## config.mk

```make
export PLATFORM = sky130hd
export DESIGN_NAME = common_fifo_rdstream_1r
export DESIGN_NICKNAME = d
export VERILOG_FILES = /design/src/rtl/common_fifo_rdstream_1r_pkg.sv /design/src/rtl/common_fifo_rdstream_buf2.sv /design/src/rtl/stdmacro_dffe.sv /design/src/rtl/common_fifo_rdstream_1r.sv
export SDC_FILE = /design/constraint.sdc
export NUM_CORES = 1
export LEC_CHECK = 0
export CAP_MARGIN = 20
export CORE_AREA = 2 2 39 41
export DETAILED_ROUTE_END_ITERATION = 10
export DIE_AREA = 0 0 41 43
export PLACE_DENSITY = 0.51
export SYNTH_ARGS = -nofsm -noshare
export SYNTH_HDL_FRONTEND = slang
export SYNTH_HIERARCHICAL = 1
export SYNTH_SLANG_ARGS = --single-unit
```

## constraint.sdc

```tcl
create_clock -name clk -period 7.5 [get_ports clk]
set_input_delay 1.5 -clock clk [delete_from_list [all_inputs] [get_ports clk]]
set_output_delay 1.5 -clock clk [all_outputs]
set_load 0.05 [all_outputs]
```

## src/rtl/common_fifo_rdstream_1r_pkg.sv

```systemverilog
// Shared constants and the read-credit helper for the FIFO read-stream adapter.
package common_fifo_rdstream_1r_pkg;

   localparam int unsigned BUF_DEPTH   = 2;
   localparam int unsigned BUF_LEVEL_W = 2;
   localparam int unsigned CREDIT_W    = 3;

   // True when a new read still fits once buffered and in-flight words are counted.
   function automatic logic credit_ok(input logic [CREDIT_W-1:0] occ,
                                      input logic                inflight,
                                      input logic                pop);
      logic [CREDIT_W-1:0] pending;
      pending = occ + CREDIT_W'(inflight) - CREDIT_W'(pop);
      return pending <= CREDIT_W'(BUF_DEPTH - 1);
   endfunction

endpackage

```

## src/rtl/common_fifo_rdstream_buf2.sv

```systemverilog
// Two-entry head/tail buffer: captures FIFO read data, shifts tail to head on pop.
module common_fifo_rdstream_buf2
   import common_fifo_rdstream_1r_pkg::*;
#(
   parameter int unsigned            DATA_WIDTH       = 1,
   parameter logic [DATA_WIDTH-1:0]  DATA_RESET_VALUE = {DATA_WIDTH{1'b0}}
) (
   input  logic                   clk,
   input  logic                   reset,
   input  logic                   flush,
   input  logic                   pop,
   input  logic [BUF_LEVEL_W-1:0] occ,
   input  logic                   capture,
   input  logic [DATA_WIDTH-1:0]  din,
   output logic [DATA_WIDTH-1:0]  head
);

   logic [BUF_LEVEL_W-1:0] occ_after_pop;
   logic                   shift;
   logic                   cap_head;
   logic                   cap_tail;
   logic                   head_en;
   logic [DATA_WIDTH-1:0]  head_d;
   logic [DATA_WIDTH-1:0]  tail;

   // Flush freezes the data registers; the in-flight word is simply not captured.
   always_comb begin
      occ_after_pop = occ - BUF_LEVEL_W'(pop);
      shift         = pop & (occ == BUF_LEVEL_W'(BUF_DEPTH)) & ~flush;
      cap_head      = capture & ~flush & (occ_after_pop == '0);
      cap_tail      = capture & ~flush & (occ_after_pop != '0);
      head_en       = shift | cap_head;
      head_d        = cap_head ? din : tail;
   end

   stdmacro_dffe #(
      .WIDTH       (DATA_WIDTH),
      .RESET_VALUE (DATA_RESET_VALUE)
   ) u_head (
      .clk   (clk),
      .reset (reset),
      .en    (head_en),
      .d     (head_d),
      .q     (head)
   );

   stdmacro_dffe #(
      .WIDTH       (DATA_WIDTH),
      .RESET_VALUE (DATA_RESET_VALUE)
   ) u_tail (
      .clk   (clk),
      .reset (reset),
      .en    (cap_tail),
      .d     (din),
      .q     (tail)
   );

endmodule

```

## src/rtl/stdmacro_dffe.sv

```systemverilog
// Enabled D flip-flop with synchronous active-high reset.
module stdmacro_dffe #(
   parameter int unsigned       WIDTH       = 1,
   parameter logic [WIDTH-1:0]  RESET_VALUE = '0
) (
   input  logic             clk,
   input  logic             reset,
   input  logic             en,
   input  logic [WIDTH-1:0] d,
   output logic [WIDTH-1:0] q
);

   always_ff @(posedge clk) begin
      if (reset) begin
         q <= RESET_VALUE;
      end else if (en) begin
         q <= d;
      end
   end

endmodule

```

## src/rtl/common_fifo_rdstream_1r.sv

```systemverilog
// Read-side adapter turning a 1-cycle-latency RAM FIFO into a bubble-free valid/ready stream.
module common_fifo_rdstream_1r
   import common_fifo_rdstream_1r_pkg::*;
#(
   parameter int unsigned            DATA_WIDTH       = 1,
   parameter logic [DATA_WIDTH-1:0]  DATA_RESET_VALUE = {DATA_WIDTH{1'b0}}
) (
   input  logic                   clk,
   input  logic                   reset,
   input  logic                   flush,
   input  logic [DATA_WIDTH-1:0]  fifo_dout,
   input  logic                   fifo_empty,
   output logic                   fifo_ren,
   output logic                   m_valid,
   output logic [DATA_WIDTH-1:0]  m_data,
   input  logic                   m_ready,
   output logic [BUF_LEVEL_W-1:0] buf_level
);

   logic [BUF_LEVEL_W-1:0] occ;
   logic [BUF_LEVEL_W-1:0] occ_d;
   logic [CREDIT_W-1:0]    occ_next;
   logic                   inflight;
   logic                   pop;

   always_comb begin
      m_valid   = (occ != '0);
      pop       = m_valid & m_ready;
      buf_level = occ;
      fifo_ren  = ~reset & ~flush & ~fifo_empty & credit_ok(CREDIT_W'(occ), inflight, pop);
      occ_next  = CREDIT_W'(occ) - CREDIT_W'(pop) + CREDIT_W'(inflight);
      occ_d     = flush ? '0 : BUF_LEVEL_W'(occ_next);
   end

   stdmacro_dffe #(
      .WIDTH       (BUF_LEVEL_W),
      .RESET_VALUE ('0)
   ) u_occ (
      .clk   (clk),
      .reset (reset),
      .en    (1'b1),
      .d     (occ_d),
      .q     (occ)
   );

   // fifo_ren is already low during flush, so the flush also clears inflight.
   stdmacro_dffe #(
      .WIDTH       (1),
      .RESET_VALUE (1'b0)
   ) u_inflight (
      .clk   (clk),
      .reset (reset),
      .en    (1'b1),
      .d     (fifo_ren),
      .q     (inflight)
   );

   common_fifo_rdstream_buf2 #(
      .DATA_WIDTH       (DATA_WIDTH),
      .DATA_RESET_VALUE (DATA_RESET_VALUE)
   ) u_buf (
      .clk     (clk),
      .reset   (reset),
      .flush   (flush),
      .pop     (pop),
      .occ     (occ),
      .capture (inflight),
      .din     (fifo_dout),
      .head    (m_data)
   );

   a_occ_bound: assert property (@(posedge clk) disable iff (reset)
      occ_next <= CREDIT_W'(BUF_DEPTH));

endmodule

```

Word level (Yosys, flattened, before mapping)
Cells that the tools add are included.
{ "totals": {"reg_bits": 5, "output_inout_bits": 5, "word_cells": 29} }
{ "classes": {"n_addsub": 5, "n_lt_le_gt_ge": 1, "eq_ne": 1, "muxes": 1, "bitwise_logic": 13, "n_reduce_logical": 4} }
{ "op_table": {"columns": ["operator", "n"], "rows": [
  ["AND 1 bit", 9],
  ["nonzero test 2 bit", 2],
  ["subtractor 2 x 1 -> 2 bit", 2],
  ["adder 2 x 1 -> 3 bit", 1],
  ["<= comparator 3 x 1 -> 1 bit (second input constant)", 1],
  ["NOT 1 bit", 3],
  ["subtractor 3 x 1 -> 3 bit", 1],
  ["adder 2 x 1 -> 2 bit", 1],
  ["== test 2 bit (second input constant)", 1],
  ["zero test 2 bit", 1],
  ["OR reduction 2 bit", 1],
  ["two-way mux 1 bit", 1],
  ["OR 1 bit", 1]
]} }

Logic depth before layout (Yosys ltp)
Gate-level depths: netlist of run 1.
{ "depth": {"depth_word": 6, "depth_mapped": 11} }

Modules after synthesis
Netlist of run 1, hierarchy kept.
{ "modules_own_cells": {"columns": ["module", "n_inst", "cells_per_inst", "area_each_um2"], "rows": [
  ["common_fifo_rdstream_1r", 1, 14, 108.9],
  ["stdmacro_dffe (u_buf.u_head ...)", 3, 3, 33.8],
  ["common_fifo_rdstream_buf2", 1, 8, 70.1],
  ["stdmacro_dffe (u_occ)", 1, 6, 67.6]
]} }

Worst setup path after synthesis of run 1
No wires, ideal clock.
{ "synth_path": {"path_type": "in2out", "start": "input m_ready", "end": "output fifo_ren", "t_arrival_ps": 4210, "t_required_ps": 6000, "setup_slack_ps": 1790, "path_stages": 8, "path_buffers": 0, "path_cell_list": "and2_4 -> ha_1 -> inv_1 -> ha_1 -> inv_1 -> fa_1 -> nand2b_1 -> nor4_1"} }
{ "synth_between": {"elab_chain_len": 4} }
{ "synth_rtl": {"columns": ["item", "line", "rtl"], "rows": [
  ["start: declaration", "common_fifo_rdstream_1r.sv:16", "input logic m_ready,"],
  ["AND 1 bit", "common_fifo_rdstream_1r.sv:28", "pop = m_valid & m_ready;"],
  ["subtractor 3 x 1 -> 3 bit", "common_fifo_rdstream_1r_pkg.sv:13", "pending = occ + CREDIT_W'(inflight) - CREDIT_W'(pop);"],
  ["<= comparator 3 x 1 -> 1 bit", "common_fifo_rdstream_1r_pkg.sv:14", "return pending <= CREDIT_W'(BUF_DEPTH - 1);"],
  ["AND 1 bit", "common_fifo_rdstream_1r.sv:30", "fifo_ren = ~reset & ~flush & ~fifo_empty & credit_ok(CREDIT_W'(occ), inflight, pop);"],
  ["end: declaration", "common_fifo_rdstream_1r.sv:13", "output logic fifo_ren,"]
]} }
No other way between the ends.

Final worst setup path of run 1
{ "layout_path": {"start": "input m_ready", "end": "output fifo_ren"} }
{ "layout_between": {"elab_chain_len": 4} }
{ "layout_rtl": {"columns": ["item", "line", "rtl"], "rows": [
  ["AND 1 bit", "common_fifo_rdstream_1r.sv:28", null],
  ["net pop", "common_fifo_rdstream_1r.sv:24", "logic pop;"],
  ["subtractor 3 x 1 -> 3 bit", "common_fifo_rdstream_1r_pkg.sv:13", null],
  ["<= comparator 3 x 1 -> 1 bit", "common_fifo_rdstream_1r_pkg.sv:14", null],
  ["AND 1 bit", "common_fifo_rdstream_1r.sv:30", null]
]} }
The timed path passes the listed nets, and every way through them passes these cells.

==> results of run 1 <==
==> through the flow <==
| stage | cells | hold slack, ns | cell area (sq um) | setup WS [ns] |
|---|---|---|---|---|
| 6_report | 69 | 0.5027 | 501.7 | 1.704 |
| 5_1_grt | 69 | 0.5788 | 501.7 | 1.541 |
| 4_1_cts | 69 | 0.5018 | 501.7 | 1.661 |
| 3_5_place_dp | 65 | 0.4900 | 475.5 | 1.698 |
| 3_3_place_gp | 65 | 0.4772 | 475.5 | 1.655 |
| 2_1_floorplan | 39 | 0.4605 | 355.3 | 1.790 |
==> registers in the layout, indices dropped and copies added (netlist names) <==
register	flops
u_occ/q	2
u_buf/u_head/q	1
u_buf/u_tail/q	1
u_inflight/q	1
==> tightest hold or removal path, cell delays in order, from the launching register on <==
cell and delay, ns:
dfxtp_1 0.32, mux2i_1 0.07, nor2_1 0.08
==> cell families (layout without fill, tap and decap cells) <==
kind of cell,Yosys count,count (layout)
multiplexers,6,6
buffers and inverters,3,17
flip-flops,5,5
AO/OA/AOI/OAI,1,1
adder cells (fa/ha/maj),3,3
AND/OR/NAND/NOR,16,16
other,1,3
XOR/XNOR,2,2
==> routing by layer <==
layer | vias to the layer above | part of all wire, % | global-route usage [%]
met2 | 7 | 43 | 11.56
met1 | 132 | 51 | 14.94
li1 | 153 | - | -
met3 | 0 | 5.6 | 3.141
met5 | - | 0 | 0
met4 | 0 | 0 | 12.00
==> power groups by stage <==
stage                     Sequential, mW  Combinational [mW]  Clock, mW
after floorplan                   0.0278             0.00367          0
after global placement            0.0276             0.00841          0
after detailed placement          0.0276             0.00837          0
after CTS                         0.0271             0.00840     0.0342
after global routing              0.0271             0.00916     0.0355
final                             0.0271             0.00828     0.0325
==> placed cells by master, fill, tap and decap left out, drive strengths merged <==
cell type	instances
xnor2	1
inv	3
or2	1
nor2b	2
conb	3
ha	2
nor3b	1
and4bb	1
a21oi	1
nand2b	1
nor4	1
dfxtp	5
xor2	1
nor2	6
and2	1
clkdlybuf4s50	10
clkbuf	4
mux2	1
mux2i	5
nand3b	2
fa	1
==> final cells by class <==
class | count | area [sq um]
repair buffers | 10 | 100.1
inverters | 3 | 11.26
multi-input cells | 31 | 244.0
clock buffers | 4 | 26.28
well taps | 16 | 20.02
fillers | 160 | 882.1
flip-flops and latches | 5 | 100.1
==> path summary, 6_finish.rpt <==
path | from | endpoint | slack [ns] | depth (start not counted)
max | m_ready | fifo_ren | 1.70 | 10
min | u_buf/u_tail/q | u_buf/u_tail/q | 0.50 | 2
max reg2reg | u_occ/q[1] | u_inflight/q | 5.00 | 11
min reg2reg | u_buf/u_tail/q | u_buf/u_tail/q | 0.50 | 2
==> impl_metrics.ini, run 1 <==
[layout]
drive_gt1_share_pct = 11.32
antenna_cells = 0
finish.utilization_pct = 36.26
syn_to_final_growth_pct = 44.24
nets = 63

[sta]
finalSetupTns_ns = 0
setup_violations = 0
finalCriticalPeriod_ns = 5.796
fmax_mhz = 172.5
clock_skew_ns = 0.004773
tightest_slew_ns = 0.4982
period_share_pct = 77.28
hold_viol = 0
rsz0062_at_grt = false
slew_headroom_pct = 66.68
final_max_slew_viol_count = 0

[global_route]
grt_max_degree = 10
grt-ovfl-total = 0
track_usage_pct = 10.78
grt_pass1_vias = 263
antenna_found_initial = 0
grt_pass1_wl_mm = 1.186

[placement]
place_congestion = 0.6274
io_buffers = 10
dpl.hpwl_um = 513.9

[critical_path]
worstPathCellList = clkdlybuf4s50_1, and2_4, ha_1, inv_1, ha_1, inv_1, fa_1, nand2b_1, nor4_1, clkdlybuf4s50_1
cp_slowest_stage_delay_ns = 0.88
critPathTopFamily = buffers and inverters
crit_arrival_ns = 4.30
worstSetupPathType = in -> out
cp_num_buf_inv = 4
worstSetupEndpointType = primary output
path_max_fanout = 3
worstPathRequired_ns = 6.00
worst_path_max_delay_cell = clkdlybuf4s50_1
crit_path_start_kind = input port

[die]
die_area_sq_mm = 0.001763
start_util_pct = 25.14
die_h_um = 43
placeableCoreArea_sq_mm = 0.001384
dieWidth_um = 41
rows = 14
ios = 11

[clock_tree]
clk_pin_slew_ns = 0.05
ctsHoldBuffers = 0
cts_inserted_buffers = 3
h-tree-depth = 1
clockRootBuffer = clkbuf_4
postCtsSetupBuffers = 0
clock_latency_ns = 0.25
cts.repair.resized = 0
cts_tree = yes
numClockSinks = 5
clock_path_buffers = 2

[synthesis]
synth-simple-area-share_pct = 28.78
syn_avg_cell_area_sq_um = 9.401
synth_fa_ha_area_share_pct = 12.95
synth_top_family_by_area = simple AND/OR/NAND/NOR gates
synth_edf_count = 0
synth_common_cells = nor2_1, dfxtp_1, mux2i_1
synthXorXnorAreaFrac_pct = 5.036
ys_top_cells_by_area = dfxtp_1, mux2i_1, ha_1
synth_cell_type_count = 19
netlist_area_sq_um = 347.8
yosysSeqAreaShare_pct = 28.78
synthMuxAreaShare_pct = 18.71
yosysWarnings = 6
synthDominantCellAreaShare_pct = 28.78
synth_compound_area_share_pct = 1.439
yosys.area.top_type = dfxtp_1
synth_ff_type = dfxtp_1
synth.ff_latch_count = 5
synthesis.instances = 37
yosysMostFrequentCell = nor2_1
async_flop_share_pct = 0

[worst_hold_path]
hold_path_class = reg -> reg

[routing]
routedWlPerCell_um = 9.797
viasPerCell = 4.232
wl_um = 676
ant_nets = 0
drc = 0
drtPass1Iterations = 2
drt_iter0_markers = 2
vias = 292

[pwr]
p_leak_nw = 0.2116
switchingPower_mw = 0.01638
pwr-share-clk_pct = 47.9
vdd_drop_max_uv = 41.85
p_per_area_mw_per_mm2 = 135.3
p_int_mw = 0.05152
power_frac_seq_pct = 39.9
power_frac_comb_pct = 12.2
finalPower_mw = 0.06790
swShare_pct = 24.12

[status]
outcome = complete, no violations

[run]
cap_violations = 0
No activity file was read; power rests on OpenSTA's default activity.
==> run 2, diff against run 1 <==
--- a/config.mk
+++ b/config.mk
@@ -9,7 +9,7 @@
 export CORE_AREA = 2 2 39 41
 export DETAILED_ROUTE_END_ITERATION = 10
 export DIE_AREA = 0 0 41 43
-export PLACE_DENSITY = 0.51
+export PLACE_DENSITY = 0.53
 export SYNTH_ARGS = -nofsm -noshare
 export SYNTH_HDL_FRONTEND = slang
 export SYNTH_HIERARCHICAL = 1
==> constraint.sdc (replaced) <==
create_clock -name clk -period 5 [get_ports clk]
set_input_delay 1 -clock clk [delete_from_list [all_inputs] [get_ports clk]]
set_output_delay 1 -clock clk [all_outputs]
set_load 0.05 [all_outputs]
==> run 2 against run 1 <==
Against the previous run:
- clock skew is 0.0028 ns lower
- sequential share of layout area up 0.10 points
- first-iteration DRC count grew to 3.0 times the previous value
- critical endpoint unchanged
- routed wire length is 18% lower
- worst setup slack got worse by 0.90 ns
- highest routed layer is now met4
- design area is 0.50% lower
- register-to-register slack lost 2.5 ns
- die area stayed put
- clock power grew 38%
==> impl_metrics.ini, run 2 (synthesized netlist as in run 1, its figures left out) <==
[sta]
timing.hold.ws_ns = 0.4976
final_max_slew_viol_count = 0
setup_violations = 0
hold_viol = 0
rsz0062_at_grt = false
finalSetupTns_ns = 0
clock_skew_ns = 0.002011
period_share_pct = 83.84
fmax_mhz = 238.6
worst_slack_ns = 0.8081
finalCriticalPeriod_ns = 4.192

[placement]
io_buffers = 10
place_inst = 65
place_congestion = 0.6004
postPlaceCellArea_sq_um = 473.0
dpl_worst_slack_ns = 0.8224
dpl.hpwl_um = 459.2

[routing]
routedWlPerCell_um = 8.029
viasPerCell = 3.942
drtPass1Iterations = 2
drt_iter0_markers = 6
vias = 272
wl_um = 554
drc = 0
ant_nets = 0

[layout]
layout_commonest_cell = clkdlybuf4s50_1
drive_gt1_share_pct = 13.21
final_cell_count_no_fill = 69
largest_reg_flops = 2
antenna_cells = 0
finish.utilization_pct = 36.08
top_register = u_occ/q
nets = 63
final_cell_mix = clkdlybuf4s50_1, nor2_1, mux2i_1, dfxtp_1
syn_to_final_growth_pct = 43.53
final_cell_area_sq_um = 499.2

[pwr]
p_per_area_mw_per_mm2 = 196.1
vdd_drop_max_uv = 106.8
finalPower_mw = 0.09792
p_leak_nw = 0.2133

[global_route]
antenna_found_initial = 0
grt_max_degree = 10
grt-ovfl-total = 0
grt_pass1_vias = 257
track_usage_pct = 9.347
grt_pass1_wl_mm = 1.035

[clock_tree]
clock_path_buffers = 2
numClockSinks = 5
postCtsSetupBuffers = 0
cts_tree = yes
h-tree-depth = 1
clockRootBuffer = clkbuf_4
ctsHoldBuffers = 0
clock_latency_ns = 0.24
clk_pin_slew_ns = 0.04
cts.repair.resized = 0
cts_inserted_buffers = 3

[critical_path]
worstPathRequired_ns = 4.00
cp_num_buf_inv = 4
crit_start = m_ready
path_max_fanout = 3
crit_arrival_ns = 3.19
worstSetupPathType = in -> out
r2r-end = u_inflight/q
crit_cells = 10
crit_path_start_kind = input port
cp-endpoint = fifo_ren
critPathTopFamily = adder cells
worstSetupEndpointType = primary output
reg2regPathDepth = 11
r2r-start = u_occ/q[1]
reg2reg_slack_ns = 2.51
cp_slowest_stage_delay_ns = 0.50
worst_path_max_delay_cell = fa_1
worstPathCellList = clkdlybuf4s50_1, and2_4, ha_1, inv_1, ha_1, inv_1, fa_1, nand2b_1, nor4_1, buf_4

[die]
placeableCoreArea_sq_mm = 0.001384
dieWidth_um = 41
die_h_um = 43
die_area_sq_mm = 0.001763
start_util_pct = 25.14
rows = 14
ios = 11

[run]
cap_violations = 0

[status]
outcome = complete, no violations

[worst_hold_path]
hold_path_class = reg -> reg
-- run 2: changes by cell type in the layout (fill, tap and decap cells not counted), sizes merged --
cell and delta:
buf +1, clkdlybuf4s50 -1
-- run 2: power breakdown --
part | internal [mW] | switching [mW] | leakage [nW]
sequential | 0.0404 | 0.000404 | 0.0403
clock | 0.0301 | 0.0150 | 0.0150
combinational | 0.00657 | 0.00553 | 0.158
-- run 2: final cells by class --
| class | count | area (sq um) |
|---|---|---|
| Timing Repair Buffer | 10 | 97.59 |
| Tap cell | 16 | 20.02 |
| Clock buffer | 4 | 26.28 |
| Fill cell | 144 | 884.6 |
| Inverter | 3 | 11.26 |
| Multi-Input combinational cell | 31 | 244.0 |
| Sequential cell | 5 | 100.1 |
-- run 2: tightest hold or removal path: stages, from the launching register on --
cell and delay [ns]:
dfxtp_1 0.32, mux2i_1 0.07, nor2_1 0.07
-- run 2: worst min-delay path by stage --
stage                          end  slack (ns)            from  cells after the start
global placement    u_buf/u_tail/q        0.48  u_buf/u_tail/q                      2
detailed placement  u_buf/u_head/q        0.50  u_buf/u_head/q                      2
floorplan           u_buf/u_tail/q        0.46  u_buf/u_tail/q                      2
global route        u_buf/u_tail/q        0.51  u_buf/u_tail/q                      2
finish              u_buf/u_tail/q        0.50  u_buf/u_tail/q                      2
CTS                 u_buf/u_tail/q        0.51  u_buf/u_tail/q                      2
-- run 2: routing by layer --
layer / GRT usage [%] / vias to the layer above / wire [um]
li1: - / 154 / -
met1: 12.26 / 111 / 280
met2: 9.688 / 5 / 245
met3: 3.141 / 2 / 18
met4: 12.00 / 0 / 10
met5: 0 / - / 0
==> variant (config.mk and constraints of run 2) <==
`BUF_LEVEL_W`: 2 -> 3.
--- a/src/rtl/common_fifo_rdstream_1r_pkg.sv
+++ b/src/rtl/common_fifo_rdstream_1r_pkg.sv
@@ -4,3 +4,3 @@
    localparam int unsigned BUF_DEPTH   = 2;
-   localparam int unsigned BUF_LEVEL_W = 2;
+   localparam int unsigned BUF_LEVEL_W = 3;
    localparam int unsigned CREDIT_W    = 3;
Ports: changed (resized buf_level); port bits go from 11 to 12. The function was not compared with the original's and may differ.
==> variant against run 2 <==
- routed wire length rose by 29%
- sequential cell count grew 1
- combinational power is 17% higher
- final area rose by 17%
- area after synthesis increased by 22%
- power grew 9.0%
- worst setup slack improved by 6.5 ps
- hold slack improved by 0.71 ps
- critical endpoint unchanged
==> variant: results <==
global_route:
  grt_util_met3_pct: 1.571
  grt_max_degree: 9
  grt_pass1_wl_mm: 1.255
  gr-usage-met2_pct: 14.69
  antenna_found_initial: 0
  use_met1_pct: 13.49
  grt_use_total_pct: 10.72
cells_and_area:
  multi_input_cells: 37
  nFlopsAndLatches: 6
  sh_seq_area_pct: 20.51
  nFillCells: 145
  multi_input_area_share_pct: 51.28
  n_all_buffers: 11
  fin_nets: 73
  antenna_cells: 0
  largest_register_ffs: 3
  nNonClkInverters: 4
  drive_above_1_share_pct: 9.836
  clkbuf_count: 3
  final-clk-cell-share_pct: 3.846
  signal_buffer_area_fraction_pct: 18.38
routing:
  vias_per_cell: 4.429
  detailroute.via_count: 341
  wire_per_inst_um: 9.312
  drt_iter0_markers: 0
  ant_nets: 0
  wl_met2_um: 315
  route.met3.wl_um: 33
  first_pass_iters: 1
  drt-met1-wl_um: 350
sta:
  skew_ps: 4.690
power_and_ir_drop:
  intPower_mw: 0.08279
  peakVddDrop_v: 0.00008410
  clockPowerShare_pct: 41.0
  combinationalPower_mw: 0.0141
  switchingPower_mw: 0.02397
  p_leak_nw: 0.2650
placement:
  portBuffers: 11
  dp_cells: 74
  gp_congestion: 0.6500
  dp_slack_ps: 778.8
status:
  status: "finished clean"
yosys:
  ys_seq_area_share_pct: 28.32
  ys_top_cells_by_count: "nor2_1, dfxtp_1, mux2i_1"
  postSynthAreaPerCell_um2: 9.640
  synth_area_leaders: "dfxtp_1, mux2i_1, ha_1, nor2_1, xor3_1"
worst_setup_path:
  cp_slowest_cell: "clkdlybuf4s50_1"
  crit_family: "buffers and inverters"
  crit_path_max_incr_delay_ps: 450
min_path:
  hold_path_class: "reg2reg"
## variant: per-stage QoR
stage | instance area, µm² | hold slack (ps)
4_1_cts | 585.6 | 502.1
6_report | 585.6 | 498.3
2_1_floorplan | 435.4 | 460.6
5_1_grt | 585.6 | 538.8
3_3_place_gp | 563.0 | 482.5
3_5_place_dp | 563.0 | 491.6
## variant: logic make-up after synthesis
group | count (synthesis) | share of synthesized area (%)
DFF | 6 | 28.32
xor gates and xnor gates | 2 | 7.669
muxes | 7 | 17.70
and+or+nand+nor | 20 | 28.32
buffers and inverters | 4 | 3.539
other | 1 | 0.8841
adders and majority gates | 4 | 13.57
## variant: final timing paths
path	startpoint	end	slack (ps)	cells after the start
setup / recovery	m_ready	fifo_ren	810	10
hold / removal	u_buf/u_head/q	u_buf/u_head/q	500	2
setup reg to reg	u_occ/q[1]	u_inflight/q	2420	11
hold reg to reg	u_buf/u_head/q	u_buf/u_head/q	500	2
